File: src/rtl/bcd_serial_adder_if.sv
`default_nettype none
// ============================================================================
//  Module      : bcd_serial_adder_if
//  Description : Handshake and operand/result bundle for bcd_serial_adder.
//                The err signal exists only when BCD_CHECK_EN is defined.
//  Revision    : 1.0 - initial release
// ============================================================================
interface bcd_serial_adder_if #(
    parameter int DIGITS = 4
);
    logic                  start;
    logic [4*DIGITS-1:0]   a;
    logic [4*DIGITS-1:0]   b;
    logic                  cin;
    logic                  busy;
    logic                  done;
    logic [4*DIGITS-1:0]   sum;
    logic                  cout;
`ifdef BCD_CHECK_EN
    logic                  err;
`endif

    // Requester side: issues operands, observes status and result
    modport master (
        output start, a, b, cin,
`ifdef BCD_CHECK_EN
        input  err,
`endif
        input  busy, done, sum, cout
    );

    // Adder side
    modport slave (
        input  start, a, b, cin,
`ifdef BCD_CHECK_EN
        output err,
`endif
        output busy, done, sum, cout
    );
endinterface
`default_nettype wire

File: src/rtl/bcd_serial_adder.sv
`default_nettype none
// ============================================================================
//  Module      : bcd_serial_adder
//  Description : Multi-digit packed-BCD adder, one decimal digit per clock,
//                least significant digit first. start/busy/done handshake.
//                Optional macro BCD_CHECK_EN adds a sticky non-BCD input flag
//                (err) evaluated on the operands latched at start.
//  Revision    : 1.0 - initial release
// ============================================================================
module bcd_serial_adder #(
    parameter int DIGITS = 4
) (
    input  wire logic          clk,
    input  wire logic          rst_n,
    bcd_serial_adder_if.slave  bus
);
    localparam int W     = 4 * DIGITS;
    localparam int IDX_W = (DIGITS > 1) ? $clog2(DIGITS) : 1;

    localparam logic [1:0] S_IDLE = 2'd0;
    localparam logic [1:0] S_RUN  = 2'd1;
    localparam logic [1:0] S_DONE = 2'd2;

    logic [1:0]       r_state;
    logic [1:0]       w_state_nxt;
    logic [W-1:0]     r_a;
    logic [W-1:0]     r_b;
    logic             r_carry;
    logic [IDX_W-1:0] r_idx;
    logic [W-1:0]     r_sum;
    logic             r_cout;

    logic [3:0]       w_da;
    logic [3:0]       w_db;
    logic [4:0]       w_z;
    logic [3:0]       w_digit;
    logic             w_carry;
    logic             w_last;

    // State register
    always_ff @(posedge clk or negedge rst_n) begin
        if (!rst_n) r_state <= S_IDLE;
        else        r_state <= w_state_nxt;
    end

    // Next-state: start only matters in IDLE, DONE always returns to IDLE
    always_comb begin
        w_state_nxt = r_state;
        case (r_state)
            S_IDLE:  if (bus.start) w_state_nxt = S_RUN;
            S_RUN:   if (w_last)    w_state_nxt = S_DONE;
            S_DONE:  w_state_nxt = S_IDLE;
            default: w_state_nxt = S_IDLE;
        endcase
    end

    // Status outputs are decoded straight from the state register
    always_comb begin
        bus.busy = (r_state == S_RUN);
        bus.done = (r_state == S_DONE);
        bus.sum  = r_sum;
        bus.cout = r_cout;
    end

    // Per-digit decimal add: binary add then +6 correction above nine
    always_comb begin
        w_da    = r_a[{r_idx, 2'b00} +: 4];
        w_db    = r_b[{r_idx, 2'b00} +: 4];
        w_z     = {1'b0, w_da} + {1'b0, w_db} + {4'b0000, r_carry};
        w_carry = (w_z > 5'd9);
        w_digit = w_carry ? (w_z[3:0] + 4'd6) : w_z[3:0];
        w_last  = (r_idx == IDX_W'(DIGITS - 1));
    end

    // Operand capture and digit-serial accumulation of the result
    always_ff @(posedge clk or negedge rst_n) begin
        if (!rst_n) begin
            r_a     <= '0;
            r_b     <= '0;
            r_carry <= 1'b0;
            r_idx   <= '0;
            r_sum   <= '0;
            r_cout  <= 1'b0;
        end else begin
            case (r_state)
                S_IDLE: begin
                    if (bus.start) begin
                        r_a     <= bus.a;
                        r_b     <= bus.b;
                        r_carry <= bus.cin;
                        r_idx   <= '0;
                        r_sum   <= '0;
                        r_cout  <= 1'b0;
                    end
                end
                S_RUN: begin
                    r_sum[{r_idx, 2'b00} +: 4] <= w_digit;
                    r_carry                    <= w_carry;
                    if (w_last) r_cout <= w_carry;
                    else        r_idx  <= r_idx + IDX_W'(1);
                end
                default: ;
            endcase
        end
    end

`ifdef BCD_CHECK_EN
    logic w_nonbcd;
    logic r_err;

    // Any operand digit above nine at the moment of acceptance
    always_comb begin
        w_nonbcd = 1'b0;
        for (int i = 0; i < DIGITS; i++) begin
            if ((bus.a[4*i +: 4] > 4'd9) || (bus.b[4*i +: 4] > 4'd9))
                w_nonbcd = 1'b1;
        end
    end

    // Sticky flag, refreshed only when a new operation is accepted
    always_ff @(posedge clk or negedge rst_n) begin
        if (!rst_n)                                r_err <= 1'b0;
        else if ((r_state == S_IDLE) && bus.start) r_err <= w_nonbcd;
    end

    assign bus.err = r_err;
`endif

endmodule
`default_nettype wire

File: src/flat_wrapper.sv
// flat-port wrapper written by rule: the top's interface ports become plain ports
module bcd_serial_adder_flat 
#(
    parameter int DIGITS = 4
)
  (clk, rst_n, bus_start, bus_a, bus_b, bus_cin, bus_busy, bus_done, bus_sum, bus_cout);
  bcd_serial_adder_if #(.DIGITS(DIGITS)) bus_i ();
  input  wire logic clk;
  input  wire logic rst_n;
  input wire logic [$bits(bus_i.start)-1:0] bus_start;
  input wire logic [$bits(bus_i.a)-1:0] bus_a;
  input wire logic [$bits(bus_i.b)-1:0] bus_b;
  input wire logic [$bits(bus_i.cin)-1:0] bus_cin;
  output wire logic [$bits(bus_i.busy)-1:0] bus_busy;
  output wire logic [$bits(bus_i.done)-1:0] bus_done;
  output wire logic [$bits(bus_i.sum)-1:0] bus_sum;
  output wire logic [$bits(bus_i.cout)-1:0] bus_cout;
  assign bus_i.start = bus_start;
  assign bus_i.a = bus_a;
  assign bus_i.b = bus_b;
  assign bus_i.cin = bus_cin;
  assign bus_busy = bus_i.busy;
  assign bus_done = bus_i.done;
  assign bus_sum = bus_i.sum;
  assign bus_cout = bus_i.cout;
  bcd_serial_adder #(.DIGITS(DIGITS)) u_core (.clk(clk), .rst_n(rst_n), .bus(bus_i));
endmodule
File: config.mk
export PLATFORM = sky130hd
export DESIGN_NAME = bcd_serial_adder_flat
export DESIGN_NICKNAME = d
export VERILOG_FILES = /design/src/rtl/bcd_serial_adder_if.sv /design/src/rtl/bcd_serial_adder.sv /design/src/flat_wrapper.sv
export SDC_FILE = /design/constraint.sdc
export NUM_CORES = 1
export LEC_CHECK = 0
export ABC_CLOCK_PERIOD_IN_PS = 7200
export CORE_MARGIN = 1
export CORE_UTILIZATION = 50
export CTS_BUF_LIST = sky130_fd_sc_hd__clkbuf_4 sky130_fd_sc_hd__clkbuf_8
export DETAILED_ROUTE_END_ITERATION = 16
export PLACE_DENSITY = 0.85
export SYNTH_ARGS = -nofsm -noshare
export SYNTH_HDL_FRONTEND = slang
export SYNTH_SLANG_ARGS = --single-unit
File: constraint.sdc
create_clock -name clk -period 7.2 [get_ports clk]
set_input_delay 1.08 -clock clk [delete_from_list [all_inputs] [get_ports clk]]
set_output_delay 1.08 -clock clk [all_outputs]
set_load 0.02 [all_outputs]
# Word-level counts from Yosys, hierarchy flattened

Index checks and enable logic that the tools add are counted.

Bits in registers: 54
Logic and storage cells: 45
Bits of input ports: 36

Shift-type cells: 4
Reduce and logical (&&, ||, !) cells: 7
$add $sub $neg: 5
Multiplexer cells: 15
Eq/ne operators: 6
Magnitude comparators: 1

Operator list:

| operator                                              | count |
|---|---|
| case mux 16 bit (2 select lines)                      | 1 |
| variable part select 16 x 5 -> 4 bit                  | 2 |
| bitwise mux 16 bit                                    | 1 |
| two-way mux 16 bit                                    | 1 |
| variable shift 4 x 6 -> 16 bit (first input constant) | 1 |
| variable part select 4 x 6 -> 16 bit                  | 1 |
| two-way mux 2 bit                                     | 4 |
| case mux 2 bit (2 select lines)                       | 2 |
| negation 4 -> 6 bit                                   | 1 |
| AND reduction 2 bit                                   | 3 |
| AND reduction 3 bit                                   | 2 |
| adder 4 x 4 -> 5 bit                                  | 1 |
| adder 5 x 1 -> 5 bit                                  | 1 |
| > comparator 5 x 4 -> 1 bit (second input constant)   | 1 |
| adder 4 x 3 -> 4 bit (second input constant)          | 1 |
| equality test 2 bit (second input constant)           | 2 |
| two-way mux 4 bit                                     | 1 |
| != test 2 bit (second input constant)                 | 2 |
| case mux 1 bit (2 select lines)                       | 2 |
| two-way mux 1 bit                                     | 3 |
| adder 2 x 1 -> 2 bit (second input constant)          | 1 |
| equality test 2 x 1 -> 1 bit (second input constant)  | 1 |
| zero test 2 bit                                       | 1 |
| != test 2 x 1 -> 1 bit (second input constant)        | 1 |
| nonzero test 2 bit                                    | 1 |

# Logic depth before layout (Yosys ltp)

Gate-level depths: netlist of the first run.

Word-level depth: 8
Mapped depth: 12

# Least setup slack after synthesis of the first run

Ideal clock, no wire load.

Path type: reg2reg
Start: register u_core.r_idx[0]
End: register u_core.r_sum[10], in the netlist u_core.bus.sum[10]
Arrival time: 3551 ps
Cell stages (with the launch flop): 12
Slack: 3572 ps
Buffers on the path: 1
Cell sequence: dfrtp_1 buf_2 mux4_2 fa_1 fa_1 xor2_1 inv_1 ha_1 nor2b_1 or3_1 o311a_1 o21ai_1

Word-level cells in the longest chain between the ends: 8
Elaborated cells on any way between the ends: 12

RTL lines:

| item                                                                | line                                           | RTL |
|---|---|---|
| start: declaration                                                  | bcd_serial_adder.sv:29                         | `logic [IDX_W-1:0] r_idx;` |
| start signal: assignment                                            | bcd_serial_adder.sv:100                        | `else r_idx <= r_idx + IDX_W'(1);` |
| variable part select 16 x 5 -> 4 bit (on tied branches)             | bcd_serial_adder.sv:67, bcd_serial_adder.sv:68 |  |
| adder 4 x 4 -> 5 bit                                                | bcd_serial_adder.sv:69                         | `w_z = {1'b0, w_da} + {1'b0, w_db} + {4'b0000, r_carry};` |
| adder 5 x 1 -> 5 bit                                                | bcd_serial_adder.sv:69                         |  |
| adder 4 x 3 -> 4 bit or > comparator 5 x 4 -> 1 bit (tied branches) | bcd_serial_adder.sv:71, bcd_serial_adder.sv:70 |  |
| two-way mux 4 bit                                                   | bcd_serial_adder.sv:71                         | `w_digit = w_carry ? (w_z[3:0] + 4'd6) : w_z[3:0];` |
| variable part select 4 x 6 -> 16 bit                                | bcd_serial_adder.sv:97                         | `r_sum[{r_idx, 2'b00} +: 4] <= w_digit;` |
| bitwise mux 16 bit (*)                                              | bcd_serial_adder.sv:97                         |  |
| case mux 16 bit (2 select lines) (*)                                | bcd_serial_adder.sv:85                         | `case (r_state)` |
| end signal: indexed assignment                                      | bcd_serial_adder.sv:97                         |  |
| end: declaration                                                    | bcd_serial_adder.sv:30                         | `logic [W-1:0] r_sum;` |

Every way passes the cells marked *; elsewhere a longest branch is shown, timed or not.
A chain may end at the register's enable or synchronous reset.

# Worst setup path after layout of the first run

Same ends and word-level chain as after synthesis.

==> impl_metrics.yaml, run 1 <==
status:
  outcome: "finished, final reports clean"
setup_path:
  critPathBufInv: 1
  critPathArrivalTime_ns: 4.24
  critical-path-top-delay-family: "adder cells"
  worst_setup_path_end_kind: "flip-flop"
  crit_type: "reg -> reg"
  cp_common_cell: "fa_1"
  cp.required_ns: 7.44
  path_cells: "mux4_2, fa_1, fa_1, xor2_1, inv_1, ha_1, nor2b_1, or3_1, o311a_1, o21ai_1"
  cp_slowest_cell: "dfrtp_1"
  critPathLaunchType: "flip-flop"
  max_stage_delay_ns: 0.75
  cp_max_fo: 13
floorplan:
  dieArea_um2: 5440
  ios: 55
  start_util: 0.531
  die_x_um: 73.7
  core_um2: 4850
  row_count: 25
  die_h_um: 73.7
global_routing:
  grt_pass1_wl_um: 8290
  grt_remaining_overflow: 0
  antenna_found_initial: 0
  grt_pass1_vias: 1749
  grt_max_degree: 55
  track_usage: 0.208
clocking:
  cts_resized: 0
  cts.path.max_buffers: 2
  htree_num_levels: 2
  clock_latency_ns: 0.31
  cts_buffers: 5
  post_cts_buffers: 0
  cts_tree: "built"
  path_clk_slew_ns: 0.09
  cts_hold_buf: 0
  clock-sinks: 54
  cts-root-buf: "clkbuf_8"
timing:
  rsz0062_at_grt: "false"
  finalMaxSlewViolations: 0
  post-route-min-period_ns: 4.01
  setup_viol: 0
  fin_setup_tns_ns: 0
  tightestPinTransition_ns: 0.753
  slew_headroom: 0.497
  hold_viol: 0
  fmax_mhz: 250
  clock_skew_ns: 0.00701
  fin_crit_sh: 0.556
yosys:
  synth_warnings: 0
  synth_fp_nets: 250
  yosysSeqAreaShare: 0.525
  synth.distinct_cells: 38
  synth_top_area_frac: 0.525
  avgSynthCellArea_um2: 12.6
  synthTopCellsByArea: "dfrtp_1 (53%), mux2_2 (11%), mux4_2 (7.0%)"
  synth_top_cell_by_area: "dfrtp_1"
  netlist_area_um2: 2570
  yosys_register_bits: 54
  synthCells: 204
drt:
  vias_per_cell: 5.56
  routedWlPerCell_um: 15.1
  antenna_left: 0
  drc: 0
  first_pass_iters: 4
  vias: 1825
  wl_um: 4940
  drt_iter0_drc: 113
placed_design:
  dp_hpwl_um: 3690
  port_buffers: 54
  gp_congestion: 0.839
run:
  cap_violations: 0
final_layout:
  final_net_count: 306
  final_cell_mix: "dfrtp_1 (54), clkdlybuf4s50_1 (53), mux2_2 (26)"
  diodes: 0
  area_delta_synth_final_pct: 27.2
  layout_commonest_cell: "dfrtp_1"
  drive_gt1_frac: 0.188
min_path:
  hold_class: "reg -> reg"
==> state kept, by name, summed over array words and instances (netlist names) <==
register / count
u_core.r_carry: 1
u_core.r_state: 2
u_core.r_a: 16
u_core.r_b: 16
u_core.r_idx: 2
u_core.bus.cout: 1
u_core.bus.sum: 16
==> synthesized netlist by cell type (all sizes together) <==
master,number
nand4,2
inv,7
or4,1
a221o,1
nor3,2
nand3,5
and3b,1
dfrtp,54
fa,2
a2111o,1
nand2b,2
a211oi,1
nor2,4
mux2,32
ha,8
a22o,1
o311ai,1
xor2,1
o21ai,19
nand2,23
nand3b,1
o311a,1
o211a,1
or2,1
a21boi,1
a21oi,3
clkbuf,2
buf,5
nor2b,3
mux2i,1
or3,2
o22ai,1
a21o,6
mux4,8
==> tightest hold or removal path, stage by stage (launching register included) <==
cell	delay (ns)
dfrtp_1	0.35
nand2_1	0.04
o21ai_0	0.06
==> path summary, 6_finish.rpt <==
kind / slack, ns / endpoint / startpoint / cells past startpoint
min in group asynchronous: 0.88 / u_core.bus.sum[15]$_DFFE_PN0P_ / rst_n / 2
max in group asynchronous: 5.87 / u_core.r_a[10]$_DFFE_PN0P_ / rst_n / 2
min: 0.49 / u_core.bus.sum[8]$_DFFE_PN0P_ / u_core.bus.sum[8]$_DFFE_PN0P_ / 2
max reg2reg: 3.19 / u_core.bus.sum[10]$_DFFE_PN0P_ / u_core.r_idx[0]$_DFFE_PN0P_ / 10
min reg2reg: 0.49 / u_core.bus.sum[8]$_DFFE_PN0P_ / u_core.bus.sum[8]$_DFFE_PN0P_ / 2
max: 3.19 / u_core.bus.sum[10]$_DFFE_PN0P_ / u_core.r_idx[0]$_DFFE_PN0P_ / 10
==> metrics by stage <==
step | area (um^2) | util | worst slack, ns | instances | hold WS (ns)
global route | 3270 | 0.675 | 2.97 | 328 | 0.527
detailed placement | 3180 | 0.655 | 3.20 | 320 | 0.479
finish | 3270 | 0.675 | 3.19 | 328 | 0.491
global placement | 3180 | 0.655 | 3.33 | 320 | 0.464
floorplan | 2570 | - | 3.57 | 204 | 0.452
CTS | 3270 | 0.675 | 3.16 | 328 | 0.500
==> routing by layer <==
metal	up-vias	track usage	wire, um	part of all wire
met5	-	0	0	0
met4	0	0.0705	97	0.020
met3	9	0.0453	211	0.043
met2	62	0.347	2460	0.50
met1	908	0.271	2170	0.44
li1	846	-	-	-
==> kinds of logic after synthesis <==
group                      count (synthesis)  synth area share
muxes                                     41             0.214
adders and majority gates                 10            0.0545
AOI/OAI and AO/OA                         37            0.0934
DFF                                       54             0.525
buffers and inverters                     14            0.0229
xor gates and xnor gates                   1           0.00341
and+or+nand+nor                           47            0.0866
==> cell type report <==
type                       instances  area (um^2)
multi-input combinational        136         1160
tap                               67         83.8
clock inverter                     1         5.00
fill                             387         1580
sequential                        54         1350
clock buffer                       7         90.1
inverter                           7         26.3
timing repair buffer              56          551
Power of run 1 is not shown: default switching activity piles up to over one toggle a cycle in this logic, so the estimate is an artifact.
==> run 2: changes to the inputs <==
--- a/config.mk
+++ b/config.mk
@@ -5,7 +5,7 @@
 export SDC_FILE = /design/constraint.sdc
 export NUM_CORES = 1
 export LEC_CHECK = 0
-export ABC_CLOCK_PERIOD_IN_PS = 7200
+export ABC_CLOCK_PERIOD_IN_PS = 4200
 export CORE_MARGIN = 1
 export CORE_UTILIZATION = 50
 export CTS_BUF_LIST = sky130_fd_sc_hd__clkbuf_4 sky130_fd_sc_hd__clkbuf_8
==> constraint.sdc (replaced) <==
create_clock -name clk -period 4.2 [get_ports clk]
set_input_delay 0.63 -clock clk [delete_from_list [all_inputs] [get_ports clk]]
set_output_delay 0.63 -clock clk [all_outputs]
set_load 0.02 [all_outputs]
==> impl_metrics.yaml, run 2 (synthesized netlist as in run 1, its figures left out) <==
global_routing:
  grt_pass1_vias: 1801
  grt_max_degree: 55
  grt_remaining_overflow: 0
  track_usage: 0.214
  grt_pass1_wl_um: 8560
  antenna_found_initial: 0
final_layout:
  area_delta_synth_final_pct: 28.5
  layout.area.seq_um2: 1350
  fillers: 366
  drive_gt1_frac: 0.194
  final_net_count: 308
  layout_commonest_cell: "dfrtp_1"
  multi_input_area_um2: 1160
  final_area_um2: 3300
  final_cell_mix: "dfrtp_1 (54), clkdlybuf4s50_1 (53), mux2_2 (26)"
  diodes: 0
setup_path:
  path_cells: "mux4_2, fa_1, fa_1, xor2_1, inv_1, ha_1, nor2b_1, or3_1, o311a_1, o21ai_1"
  crit_path_start: "u_core.r_idx[0]$_DFFE_PN0P_"
  cp.required_ns: 4.44
  reg2reg_slack_ns: 0.43
  critPathLaunchType: "flip-flop"
  cp_slowest_cell: "mux4_2"
  r2r-end: "u_core.bus.sum[6]$_DFFE_PN0P_"
  crit_type: "reg -> reg"
  cp_max_fo: 6
  reg2regPathDepth: 10
  reg2reg_from: "u_core.r_idx[0]$_DFFE_PN0P_"
  worst_setup_path_end_kind: "flip-flop"
  max_stage_delay_ns: 0.56
  critical-path-top-delay-family: "adder cells"
  critPathBufInv: 1
  critPathArrivalTime_ns: 4.00
  cp_common_cell: "fa_1"
timing:
  finalMaxSlewViolations: 0
  clock_skew_ns: 0.0104
  setup_viol: 0
  fmax_mhz: 266
  rsz0062_at_grt: "false"
  fin_crit_sh: 0.897
  slew_headroom: 0.544
  tightestPinTransition_ns: 0.683
  hold_viol: 0
  fin_setup_tns_ns: 0
  post-route-min-period_ns: 3.77
run:
  cap_violations: 0
clocking:
  htree_num_levels: 2
  cts.path.max_buffers: 2
  clock-sinks: 54
  cts_hold_buf: 0
  cts-root-buf: "clkbuf_8"
  post_cts_buffers: 0
  clock_latency_ns: 0.32
  cts_buffers: 5
  cts_resized: 0
  cts_tree: "built"
  path_clk_slew_ns: 0.10
placed_design:
  gp_congestion: 0.870
  dp_hpwl_um: 3710
  placed_area_um2: 3190
  port_buffers: 54
floorplan:
  dieArea_um2: 5440
  core_um2: 4850
  die_h_um: 73.7
  row_count: 25
  die_x_um: 73.7
  ios: 55
  start_util: 0.531
drt:
  antenna_left: 0
  routedWlPerCell_um: 15.1
  vias: 1793
  wl_um: 4990
  drt_iter0_drc: 81
  drc: 0
  vias_per_cell: 5.43
  first_pass_iters: 4
status:
  outcome: "finished, final reports clean"
min_path:
  hold_class: "in -> async"
-- run 2: cell count changes in the layout (fill, tap and decap cells not counted), sizes merged --
cell / previous run / this run
buf: 3 / 5
bufinv: 0 / 1
clkbuf: 7 / 5
inv: 7 / 8
-- run 2: per-stage QoR --
stage,cells,worst slack (ns),hold slack (ns),util
final,330,0.434,0.429,0.682
after CTS,330,0.432,0.444,0.682
after global routing,330,0.227,0.483,0.682
after floorplan,204,0.572,0.334,-
after detailed placement,322,0.473,0.469,0.658
after global placement,322,0.571,0.464,0.658
-- run 2: worst max-delay path by stage --
| stage | endpoint | cells after the start |
|---|---|---|
| floorplan | u_core.bus.sum[10]$_DFFE_PN0P_ | 11 |
| global placement | u_core.bus.sum[6]$_DFFE_PN0P_ | 10 |
| detailed placement | u_core.bus.sum[2]$_DFFE_PN0P_ | 10 |
| CTS | u_core.bus.sum[6]$_DFFE_PN0P_ | 10 |
| global route | u_core.bus.sum[6]$_DFFE_PN0P_ | 10 |
| finish | u_core.bus.sum[6]$_DFFE_PN0P_ | 10 |
-- run 2: final cells by class --
cell class | count | share of cell area
multi-input combinational | 136 | 0.353
sequential | 54 | 0.409
timing repair buffer | 58 | 0.171
tap | 67 | 0.0254
clock inverter | 3 | 0.0133
clock buffer | 5 | 0.0208
inverter | 7 | 0.00795
-- run 2: per-layer routing --
metal | global-route usage | vias up | routed length (um)
met3 | 0.0549 | 15 | 269
met2 | 0.337 | 65 | 2380
met1 | 0.280 | 865 | 2210
met5 | 0 | - | 0
met4 | 0.0897 | 0 | 126
li1 | - | 848 | -
Power of run 2 is left out for the same reason.
